[src/rtl/sipo_stream_pkg.sv]
// Shared types and width helpers for the serial/parallel converters.
// Entry layout is data, valid-bit count and end-of-packet flag.
package usb_sipo_pkg;

    localparam int SIPO_LSB_FIRST  = 1;
    localparam int SIPO_MSB_FIRST  = 0;
    localparam int SIPO_DW_DEFAULT = 8;

    function automatic int sipo_nb_w(input int dw);
        return $clog2(dw + 1);
    endfunction

    function automatic int sipo_lvl_w(input int depth);
        return $clog2(depth + 1);
    endfunction

    localparam int SIPO_NB_W_DEFAULT = sipo_nb_w(SIPO_DW_DEFAULT);

    typedef struct packed {
        logic [SIPO_DW_DEFAULT-1:0]   data;
        logic [SIPO_NB_W_DEFAULT-1:0] nbits;
        logic                         last;
    } sipo_entry_t;

endpackage

[src/rtl/sipo_stream_if.sv]
// Serial input side and parallel valid/ready output side of sipo_stream.
// slave is the converter's view; master is the driver/consumer view.
interface sipo_stream_if #(
    parameter int DATA_WIDTH = 8,
    parameter int NB_W       = 4,
    parameter int LVL_W      = 3
);
    logic                  s_data_in;
    logic                  s_data_in_val;
    logic                  s_eop;
    logic                  sipo_cancel;
    logic [DATA_WIDTH-1:0] p_data_out;
    logic [NB_W-1:0]       p_data_out_nbits;
    logic                  p_data_out_last;
    logic                  p_data_out_val;
    logic                  p_data_out_rdy;
    logic                  overflow;
    logic [LVL_W-1:0]      fifo_level;

    modport slave (
        input  s_data_in, s_data_in_val, s_eop, sipo_cancel, p_data_out_rdy,
        output p_data_out, p_data_out_nbits, p_data_out_last, p_data_out_val,
               overflow, fifo_level
    );

    modport master (
        output s_data_in, s_data_in_val, s_eop, sipo_cancel, p_data_out_rdy,
        input  p_data_out, p_data_out_nbits, p_data_out_last, p_data_out_val,
               overflow, fifo_level
    );
endinterface

[src/rtl/sipo_out_fifo.sv]
// First-word-fall-through FIFO; a push is visible at the head the cycle after it.
// Push while full is refused unless a pop happens in the same cycle; flush wins over both.
module sipo_out_fifo
    import usb_sipo_pkg::*;
#(
    parameter type entry_t = sipo_entry_t,
    parameter int  DEPTH   = 4,
    localparam int LVL_W   = sipo_lvl_w(DEPTH)
) (
    input  logic             clk,
    input  logic             rst,
    input  logic             i_flush,
    input  logic             i_push,
    input  entry_t           i_wdat,
    input  logic             i_pop,
    output entry_t           o_rdat,
    output logic             o_full,
    output logic             o_empty,
    output logic [LVL_W-1:0] o_level
);
    localparam int PTR_W = $clog2(DEPTH);

    entry_t           r_mem [DEPTH];
    logic [PTR_W-1:0] r_wr_ptr;
    logic [PTR_W-1:0] r_rd_ptr;
    logic [LVL_W-1:0] r_level;
    logic             w_do_push;
    logic             w_do_pop;

    assign o_empty   = (r_level == '0);
    assign o_full    = (r_level == LVL_W'(DEPTH));
    assign w_do_pop  = i_pop & ~o_empty & ~i_flush;
    assign w_do_push = i_push & ~i_flush & (~o_full | w_do_pop);

    always_ff @(posedge clk or negedge rst) begin
        if (!rst) begin
            r_wr_ptr <= '0;
            r_rd_ptr <= '0;
            r_level  <= '0;
        end else if (i_flush) begin
            r_wr_ptr <= '0;
            r_rd_ptr <= '0;
            r_level  <= '0;
        end else begin
            if (w_do_push) r_wr_ptr <= r_wr_ptr + PTR_W'(1);
            if (w_do_pop)  r_rd_ptr <= r_rd_ptr + PTR_W'(1);
            if (w_do_push && !w_do_pop)      r_level <= r_level + LVL_W'(1);
            else if (w_do_pop && !w_do_push) r_level <= r_level - LVL_W'(1);
        end
    end

    // Storage needs no reset: the head is masked to zero whenever the level is zero.
    always_ff @(posedge clk) begin
        if (w_do_push) r_mem[r_wr_ptr] <= i_wdat;
    end

    assign o_rdat  = o_empty ? '0 : r_mem[r_rd_ptr];
    assign o_level = r_level;

endmodule

[src/rtl/sipo_stream.sv]
// Serial-to-parallel accumulator feeding an FWFT FIFO; word visible the cycle after its last bit.
// Output uses valid/ready; a completed word arriving at a full, non-popping FIFO is dropped and flagged.
module sipo_stream
    import usb_sipo_pkg::*;
#(
    parameter int DATA_WIDTH = 8,
    parameter int LSB_FIRST  = SIPO_LSB_FIRST,
    parameter int FIFO_DEPTH = 4
) (
    input logic          clk,
    input logic          rst,
    sipo_stream_if.slave bus
);
    localparam int NB_W  = sipo_nb_w(DATA_WIDTH);
    localparam int LVL_W = sipo_lvl_w(FIFO_DEPTH);
    localparam logic [NB_W-1:0] CNT_LAST = NB_W'(DATA_WIDTH - 1);

    typedef struct packed {
        logic [DATA_WIDTH-1:0] data;
        logic [NB_W-1:0]       nbits;
        logic                  last;
    } entry_t;

    logic [DATA_WIDTH-1:0] r_acc;
    logic [NB_W-1:0]       r_cnt;
    logic                  r_overflow;

    logic                  w_accept;
    logic                  w_done;
    logic [DATA_WIDTH-1:0] w_acc_next;
    logic                  w_pop;
    logic                  w_full;
    logic                  w_empty;
    entry_t                w_push_dat;
    entry_t                w_head;
    logic [LVL_W-1:0]      w_level;

    assign w_accept = bus.s_data_in_val & ~bus.sipo_cancel;
    assign w_done   = w_accept & ((r_cnt == CNT_LAST) | bus.s_eop);

    always_comb begin
        w_acc_next = r_acc;
        if (LSB_FIRST == SIPO_LSB_FIRST)
            w_acc_next = r_acc | ({DATA_WIDTH{bus.s_data_in}} & (DATA_WIDTH'(1) << r_cnt));
        else
            w_acc_next = (r_acc << 1) | DATA_WIDTH'(bus.s_data_in);
    end

    assign w_push_dat.data  = w_acc_next;
    assign w_push_dat.nbits = r_cnt + NB_W'(1);
    assign w_push_dat.last  = bus.s_eop;

    assign w_pop = ~w_empty & bus.p_data_out_rdy;

    always_ff @(posedge clk or negedge rst) begin
        if (!rst) begin
            r_acc      <= '0;
            r_cnt      <= '0;
            r_overflow <= 1'b0;
        end else if (bus.sipo_cancel) begin
            r_acc      <= '0;
            r_cnt      <= '0;
            r_overflow <= 1'b0;
        end else begin
            if (w_done) begin
                r_acc <= '0;
                r_cnt <= '0;
            end else if (w_accept) begin
                r_acc <= w_acc_next;
                r_cnt <= r_cnt + NB_W'(1);
            end
            // The FIFO refuses this push on its own; here we only record the loss.
            if (w_done && w_full && !w_pop) r_overflow <= 1'b1;
        end
    end

    sipo_out_fifo #(
        .entry_t (entry_t),
        .DEPTH   (FIFO_DEPTH)
    ) u_fifo (
        .clk     (clk),
        .rst     (rst),
        .i_flush (bus.sipo_cancel),
        .i_push  (w_done),
        .i_wdat  (w_push_dat),
        .i_pop   (w_pop),
        .o_rdat  (w_head),
        .o_full  (w_full),
        .o_empty (w_empty),
        .o_level (w_level)
    );

    assign bus.p_data_out       = w_head.data;
    assign bus.p_data_out_nbits = w_head.nbits;
    assign bus.p_data_out_last  = w_head.last;
    assign bus.p_data_out_val   = ~w_empty;
    assign bus.overflow         = r_overflow;
    assign bus.fifo_level       = w_level;

endmodule

[src/flat_wrapper.sv]
// flat-port wrapper written by rule: the top's interface ports become plain ports
module sipo_stream_flat import usb_sipo_pkg::*;
#(
    parameter int DATA_WIDTH = 8,
    parameter int LSB_FIRST  = SIPO_LSB_FIRST,
    parameter int FIFO_DEPTH = 4
)
  (clk, rst, bus_s_data_in, bus_s_data_in_val, bus_s_eop, bus_sipo_cancel, bus_p_data_out_rdy, bus_p_data_out, bus_p_data_out_nbits, bus_p_data_out_last, bus_p_data_out_val, bus_overflow, bus_fifo_level);
  sipo_stream_if #(.DATA_WIDTH(DATA_WIDTH), .NB_W(4), .LVL_W(3)) bus_i ();
  input logic clk;
  input logic rst;
  input wire logic [$bits(bus_i.s_data_in)-1:0] bus_s_data_in;
  input wire logic [$bits(bus_i.s_data_in_val)-1:0] bus_s_data_in_val;
  input wire logic [$bits(bus_i.s_eop)-1:0] bus_s_eop;
  input wire logic [$bits(bus_i.sipo_cancel)-1:0] bus_sipo_cancel;
  input wire logic [$bits(bus_i.p_data_out_rdy)-1:0] bus_p_data_out_rdy;
  output wire logic [$bits(bus_i.p_data_out)-1:0] bus_p_data_out;
  output wire logic [$bits(bus_i.p_data_out_nbits)-1:0] bus_p_data_out_nbits;
  output wire logic [$bits(bus_i.p_data_out_last)-1:0] bus_p_data_out_last;
  output wire logic [$bits(bus_i.p_data_out_val)-1:0] bus_p_data_out_val;
  output wire logic [$bits(bus_i.overflow)-1:0] bus_overflow;
  output wire logic [$bits(bus_i.fifo_level)-1:0] bus_fifo_level;
  assign bus_i.s_data_in = bus_s_data_in;
  assign bus_i.s_data_in_val = bus_s_data_in_val;
  assign bus_i.s_eop = bus_s_eop;
  assign bus_i.sipo_cancel = bus_sipo_cancel;
  assign bus_i.p_data_out_rdy = bus_p_data_out_rdy;
  assign bus_p_data_out = bus_i.p_data_out;
  assign bus_p_data_out_nbits = bus_i.p_data_out_nbits;
  assign bus_p_data_out_last = bus_i.p_data_out_last;
  assign bus_p_data_out_val = bus_i.p_data_out_val;
  assign bus_overflow = bus_i.overflow;
  assign bus_fifo_level = bus_i.fifo_level;
  sipo_stream #(.DATA_WIDTH(DATA_WIDTH), .LSB_FIRST(LSB_FIRST), .FIFO_DEPTH(FIFO_DEPTH)) u_core (.clk(clk), .rst(rst), .bus(bus_i));
endmodule
[config.mk]
export PLATFORM = sky130hd
export DESIGN_NAME = sipo_stream_flat
export DESIGN_NICKNAME = d
export VERILOG_FILES = /design/src/rtl/sipo_stream_pkg.sv /design/src/rtl/sipo_stream_if.sv /design/src/rtl/sipo_out_fifo.sv /design/src/rtl/sipo_stream.sv /design/src/flat_wrapper.sv
export SDC_FILE = /design/constraint.sdc
export NUM_CORES = 1
export LEC_CHECK = 0
export CAP_MARGIN = 10
export CORE_UTILIZATION = 25
export CTS_BUF_LIST = sky130_fd_sc_hd__clkbuf_8
export DETAILED_ROUTE_END_ITERATION = 8
export GPL_ROUTABILITY_DRIVEN = 0
export SLEW_MARGIN = 10
export SYNTH_ARGS = -nofsm -noshare
export SYNTH_HDL_FRONTEND = slang
export SYNTH_SLANG_ARGS = --single-unit
[constraint.sdc]
create_clock -name clk -period 3.5 [get_ports clk]
set_clock_uncertainty 0.15 [all_clocks]
set_input_delay 1.05 -clock clk [delete_from_list [all_inputs] [get_ports clk]]
set_output_delay 1.05 -clock clk [all_outputs]
set_load 0.005 [all_outputs]
==> results of run 1 <==
-- placed cells by master, fill, tap and decap left out, drive strengths merged, types with 6 or more instances in the layout --
cell type,count
a21o,6
ha,10
nand2,12
buf,14
a21boi,8
edfxtp,52
inv,10
nor2,12
dfrtp,20
and2,18
mux4,13
clkdlybuf4s50,24
clkbuf,9
-- worst max-delay path, stage by stage, from the launching register on --
cell and delay (ns):
dfrtp_1 0.32, buf_4 0.28, mux4_2 0.55, and2_1 0.19
clkdlybuf4s50_1 0.45
-- layout make-up --
class,instances,share of cell area [%]
Sequential cell,72,52.9
Timing Repair Buffer,38,8.86
Inverter,8,0.770
Clock inverter,7,1.06
Multi-Input combinational cell,126,27.7
Clock buffer,9,3.18
Tap cell,172,5.52
-- cell usage after synthesis, types with 2 or more instances --
| library cell | count | area [um^2] |
|---|---|---|
| edfxtp_1 | 52 | 1560 |
| dfrtp_1 | 20 | 500 |
| and2_1 | 18 | 113 |
| mux4_2 | 13 | 293 |
| nand2_1 | 12 | 45.0 |
| nor2_1 | 12 | 45.0 |
| ha_1 | 10 | 125 |
| a21boi_0 | 8 | 60.1 |
| inv_1 | 8 | 30.0 |
| clkbuf_1 | 7 | 26.3 |
| a21o_1 | 6 | 45.0 |
| and2b_1 | 4 | 30.0 |
| nand3_1 | 4 | 20.0 |
| xnor2_1 | 4 | 35.0 |
| a21oi_1 | 3 | 15.0 |
| a31o_2 | 3 | 26.3 |
| o21ai_0 | 3 | 15.0 |
| a31oi_1 | 2 | 12.5 |
| a32o_1 | 2 | 20.0 |
| buf_2 | 2 | 10.0 |
| nor2b_1 | 2 | 12.5 |
| nor3_1 | 2 | 10.0 |
| or3_1 | 2 | 12.5 |
| xor2_1 | 2 | 17.5 |
-- logic make-up after synthesis --
| group | count (synthesis) | synth area share, % |
|---|---|---|
| buffers and inverters | 18 | 2.41 |
| xor gates and xnor gates | 6 | 1.63 |
| adders and majority gates | 11 | 4.51 |
| DFF | 72 | 64.0 |
| and+or+nand+nor | 61 | 10.1 |
| muxes | 14 | 9.40 |
| AOI/OAI and AO/OA | 34 | 7.96 |
-- path summary, 6_finish.rpt --
path | cells after the start | startpoint | to
worst min register to register | 2 | u_core.bus.overflow | u_core.bus.overflow
worst min-delay path | 2 | u_core.bus.overflow | u_core.bus.overflow
max in group asynchronous | 2 | rst | u_core.r_cnt[0]
min in group asynchronous | 2 | rst | u_core.r_acc[0]
worst max register to register | 8 | u_core.r_cnt[0] | u_core.u_fifo.o_level[2]
worst max-delay path | 4 | u_core.u_fifo.r_rd_ptr[0] | bus_p_data_out[0]
-- flip-flops by register name, summed over array words and instances (netlist names) --
signal,cells
u_core.u_fifo.r_rd_ptr,2
u_core.bus.overflow,1
u_core.u_fifo.o_level,3
u_core.u_fifo.r_mem,52
u_core.r_cnt,4
u_core.u_fifo.r_wr_ptr,2
u_core.r_acc,8
-- per-stage QoR --
step | instances | hold slack, ns
floorplan | 216 | 0.336
global placement | 416 | 0.355
detailed placement | 416 | 0.347
CTS | 432 | 0.386
global route | 432 | 0.406
finish | 432 | 0.369
-- layer usage --
metal / routed length, um / up-vias / track usage, %
met4: 111 / 0 / 5.45
met2: 2870 / 22 / 15.9
met5: 0 / - / 0
li1: - / 879 / -
met3: 98 / 7 / 1.88
met1: 2700 / 893 / 12.3
-- power by group through the flow --
| stage | registers (mW) | logic (mW) | clock network [mW] |
|---|---|---|---|
| detailed placement | 0.974 | 0.461 | 0 |
| CTS | 0.955 | 0.463 | 0.575 |
| finish | 0.956 | 0.453 | 0.555 |
| global placement | 0.974 | 0.460 | 0 |
| floorplan | 0.968 | 0.255 | 0 |
| global route | 0.959 | 0.504 | 0.607 |
==> metrics, run 1 <==
outcome finished clean; Fill cells about 1300; I/O pins 25; area of the die 13300 um^2; fmax 300 MHz; diode count 0; Worst Path Required 2.30 ns; grt ovf 0; fin util 31.0%; cell area after layout ~3900 um^2; Startpoint Class register; cts hold-fix bufs 0; CTS Buf Count 9; # resized after CTS 0; Pre-antenna DRT Iters 4; multi-input combinational cell area 1080 um^2; share of cells above drive strength 1 17.3%; max cap viols 0; clk buf depth 2; VDD IR max approximately 0.21 mV; Final nets 273; synth warn 0; global-route wire length before repair 9590 um; slew of the pin with the lowest slew margin 0.497 ns; Post-CTS Setup Inserts 0; final hold violation count 0; Clk pin slew, worst setup/hold paths 0.07 ns; Fin Setup TNS 0 ns; Initial Util 25.6%; Static Leak around 1.4 nW; number of buffers added on ports 24; vias per inst approximately 4.2; flip-flop and latch area roughly 2100 um^2; Crit Path Category register to output port; Worst-Skew Late Latency around 0.34 ns; total power 1.96 mW; DRC viols 0; Final WS setup 0.162 ns; Seq cells post-synth 72; Placed Area 3730 um^2; Num Clock Sinks just over 70; power share of the combinational group 23.1%; RSZ-0062 raised after global routing false; Reg2Reg Setup Slack 1.01 ns; Flop pwr share between 40% and 50%; Main synth FF type edfxtp_1; Syn Inst Count between 200 and 250; Slew Viols, Final 0; Global Route Usage Sum 9.79%; die width roughly 120 um; Sw Share roughly a quarter; vias in the first global route 1798; Iter 0 DRT Violations 130; internal power 1.45 mW; Yosys cell types 39; Synth Net Count 234; Worst Path Arrival between 2 and 2.5 ns; remaining antenna violation count after routing 0; Net Switching approximately 520 uW; period utilisation layout 95.4%; pin count of the biggest net entering global routing 21; synthesis-to-layout area growth 21.1%; root buffer cell clkbuf_8; total vias in the final route 1801; CTS tree built; pwr/cell area ~500 nW/um^2; Post-synth EDFFs 52; post-synthesis average cell area between 10 and 15 um^2; Row Count 41; final wirelength approximately 5800 um; Tmin final 3.34 ns; Worst setup EP type output port; pre-CTS setup slack approximately 0.22 ns; Clock power frac 28.3%; die height 116 um; CP Max Fanout 15; Slew HR approximately two thirds; async set-reset flop share out of synthesis 27.8%; Core Area 12600 um^2; antenna violations before repair 0; post-synthesis sequential area ratio around 64%; Setup Viol. Count Final 0; Mapped Area between 3000 and 4000 um^2; post-DP HPWL 3940 um; htree depth 3; wire per inst ~13 um; Worst Hold Class register to register
(Power assumes the default switching activity.)
==> inputs of run 2 (changes only) <==
--- a/config.mk
+++ b/config.mk
@@ -8,8 +8,10 @@
 export CAP_MARGIN = 10
 export CORE_UTILIZATION = 25
 export CTS_BUF_LIST = sky130_fd_sc_hd__clkbuf_8
+export CTS_CLUSTER_SIZE = 28
 export DETAILED_ROUTE_END_ITERATION = 8
 export GPL_ROUTABILITY_DRIVEN = 0
+export MAX_ROUTING_LAYER = met4
 export SLEW_MARGIN = 10
 export SYNTH_ARGS = -nofsm -noshare
 export SYNTH_HDL_FRONTEND = slang
==> metrics, run 2 (same netlist as run 1, synthesis figures left out) <==
antenna violations before repair 0 (unchanged); vias in the first global route 1791 (was 1798); Final WS setup 0.167 ns (was 0.162 ns); reg2reg end u_core.u_fifo.o_level[2] (unchanged); root buffer cell clkbuf_8 (unchanged); synthesis-to-layout area growth 21.1% (unchanged); Pre-antenna DRT Iters 4 (unchanged); Worst Path Required 2.30 ns (about the same); pin count of the biggest net entering global routing 21 (unchanged); grt ovf 0 (unchanged); most common cell after layout, fill and taps aside edfxtp_1 (unchanged); Largest stage delay, worst path 0.55 ns (about the same); VDD IR max 0.207 mV (was 0.210 mV); Flop pwr share 48.8% (was 48.7%); crit-path cells buf_4, mux4_2, and2_1, clkdlybuf4s50_1 (unchanged); Setup Viol. Count Final 0 (unchanged); Iter 0 DRT Violations 110 (was 130); CTS tree built (unchanged); # resized after CTS 0 (unchanged); number of buffers added on ports 24 (unchanged); Crit Path Category register to output port (unchanged); final hold violation count 0 (unchanged); total vias in the final route 1792 (was 1801); Largest delay share family, worst path buffers and inverters (unchanged); global-route wire length before repair 9560 um (was 9590 um); Clk pin slew, worst setup/hold paths 0.07 ns (about the same); internal power 1.45 mW (about the same); Sw Share 26.2% (was 26.3%); CTS Buf Count 9 (unchanged); DRC viols 0 (unchanged); Biggest register u_core.u_fifo.r_mem (unchanged); Worst Path Arrival 2.13 ns (was 2.14 ns); final hold slack 0.367 ns (was 0.369 ns); Regs by FF count u_core.u_fifo.r_mem (52), u_core.r_acc (8), u_core.r_cnt (4) (unchanged); post-placement cell count 416 (unchanged); Tmin final 3.33 ns (was 3.34 ns); diode count 0 (unchanged); share of cells above drive strength 1 17.3% (unchanged); Startpoint Class register (unchanged); outcome finished clean (unchanged); area of the die 13300 um^2 (unchanged); pwr/cell area 503 nW/um^2 (about the same); clk buf depth 2 (unchanged); cell area after layout 3900 um^2 (unchanged); CP Capture Point bus_p_data_out[0] (unchanged); Global Route Usage Sum 10.1% (was 9.79%); slew of the pin with the lowest slew margin 0.470 ns (was 0.497 ns); commonest non-fill, non-tap cells in the layout edfxtp_1 (52), clkdlybuf4s50_1 (24), dfrtp_1 (20) (unchanged); Static Leak 1.40 nW (unchanged); die height 116 um (unchanged); htree depth 3 (unchanged); remaining antenna violation count after routing 0 (unchanged); Row Count 41 (unchanged); Clock power frac 28.2% (was 28.3%); die width 116 um (unchanged); final wirelength 5740 um (was 5780 um); wire per inst 13.3 um (was 13.4 um); Worst Path Buf+Inv 2 (unchanged); pre-CTS setup slack 0.224 ns (unchanged); slowest CP cell mux4_2 (unchanged); cts hold-fix bufs 0 (unchanged); I/O pins 25 (unchanged); Worst R2R Path Depth 8 (unchanged); Core Area 12600 um^2 (unchanged); Final nets 273 (unchanged); vias per inst 4.15 (was 4.17); RSZ-0062 raised after global routing false (unchanged); Net Switching 514 uW (was 517 uW); Post-CTS Setup Inserts 0 (unchanged); period utilisation layout 95.2% (was 95.4%); Crit. Startpoint u_core.u_fifo.r_rd_ptr[0] (unchanged); Fill cells 1250 (unchanged); fmax 300 MHz (about the same); Worst setup EP type output port (unchanged); Slew Viols, Final 0 (unchanged); Worst path depth 4 (unchanged); Num Clock Sinks 72 (unchanged); power share of the combinational group 23.1% (about the same); Slew HR 68.5% (was 66.8%); max reg flops 52 (unchanged); Placed Area 3730 um^2 (unchanged); Reg2Reg Setup Slack 1.01 ns (about the same); worst r2r src u_core.r_cnt[0] (unchanged); max cap viols 0 (unchanged); Non-Filler Instances 432 (unchanged); CP Max Fanout 15 (unchanged); Initial Util 25.6% (unchanged); Worst-Skew Late Latency 0.34 ns (about the same); Worst Hold Class register to register (unchanged); post-DP HPWL 3940 um (unchanged); Fin Setup TNS 0 ns (unchanged)
==> run 2: power by group through the flow <==
| stage | clock network, mW | logic, mW | registers (mW) |
|---|---|---|---|
| 2_1_floorplan | 0 | 0.255 | 0.968 |
| 3_3_place_gp | 0 | 0.460 | 0.974 |
| 3_5_place_dp | 0 | 0.461 | 0.974 |
| 4_1_cts | 0.575 | 0.463 | 0.955 |
| 5_1_grt | 0.606 | 0.504 | 0.959 |
| 6_report | 0.552 | 0.452 | 0.956 |
==> run 2: worst min-delay path, stage by stage (launching register included) <==
cell     delay, ns
dfrtp_1       0.35
a31oi_1       0.05
nor2_1        0.08
==> run 2: layout make-up <==
type	instances	area (um^2)	area share [%]
Timing Repair Buffer	38	345	8.86
Clock inverter	7	41.3	1.06
Sequential cell	72	2060	52.9
Inverter	8	30.0	0.770
Tap cell	172	215	5.52
Clock buffer	9	124	3.18
Multi-Input combinational cell	126	1080	27.7
==> run 2: worst min-delay path by stage <==
stage	from	to	slack, ns	cells after the start
after floorplan	u_core.bus.overflow	u_core.bus.overflow	0.34	2
after global placement	u_core.bus.overflow	u_core.bus.overflow	0.36	2
after detailed placement	u_core.bus.overflow	u_core.bus.overflow	0.35	2
after CTS	u_core.bus.overflow	u_core.bus.overflow	0.39	2
after global routing	u_core.r_acc[1]	u_core.r_acc[1]	0.41	2
final	u_core.bus.overflow	u_core.bus.overflow	0.37	2
==> run 2: layer usage <==
layer	wire length [um]	part of all wire, %	GRT usage [%]
met4	82	1.4	5.45
met1	2670	47	12.2
met3	158	2.8	1.88
met5	0	0	-
met2	2820	49	15.9
==> run 2: per-stage QoR <==
step	total power, mW	util [%]
after global placement	1.43	29.7
final	1.96	31.0
after floorplan	1.22	-
after CTS	1.99	31.0
after detailed placement	1.43	29.7
after global routing	2.07	31.0
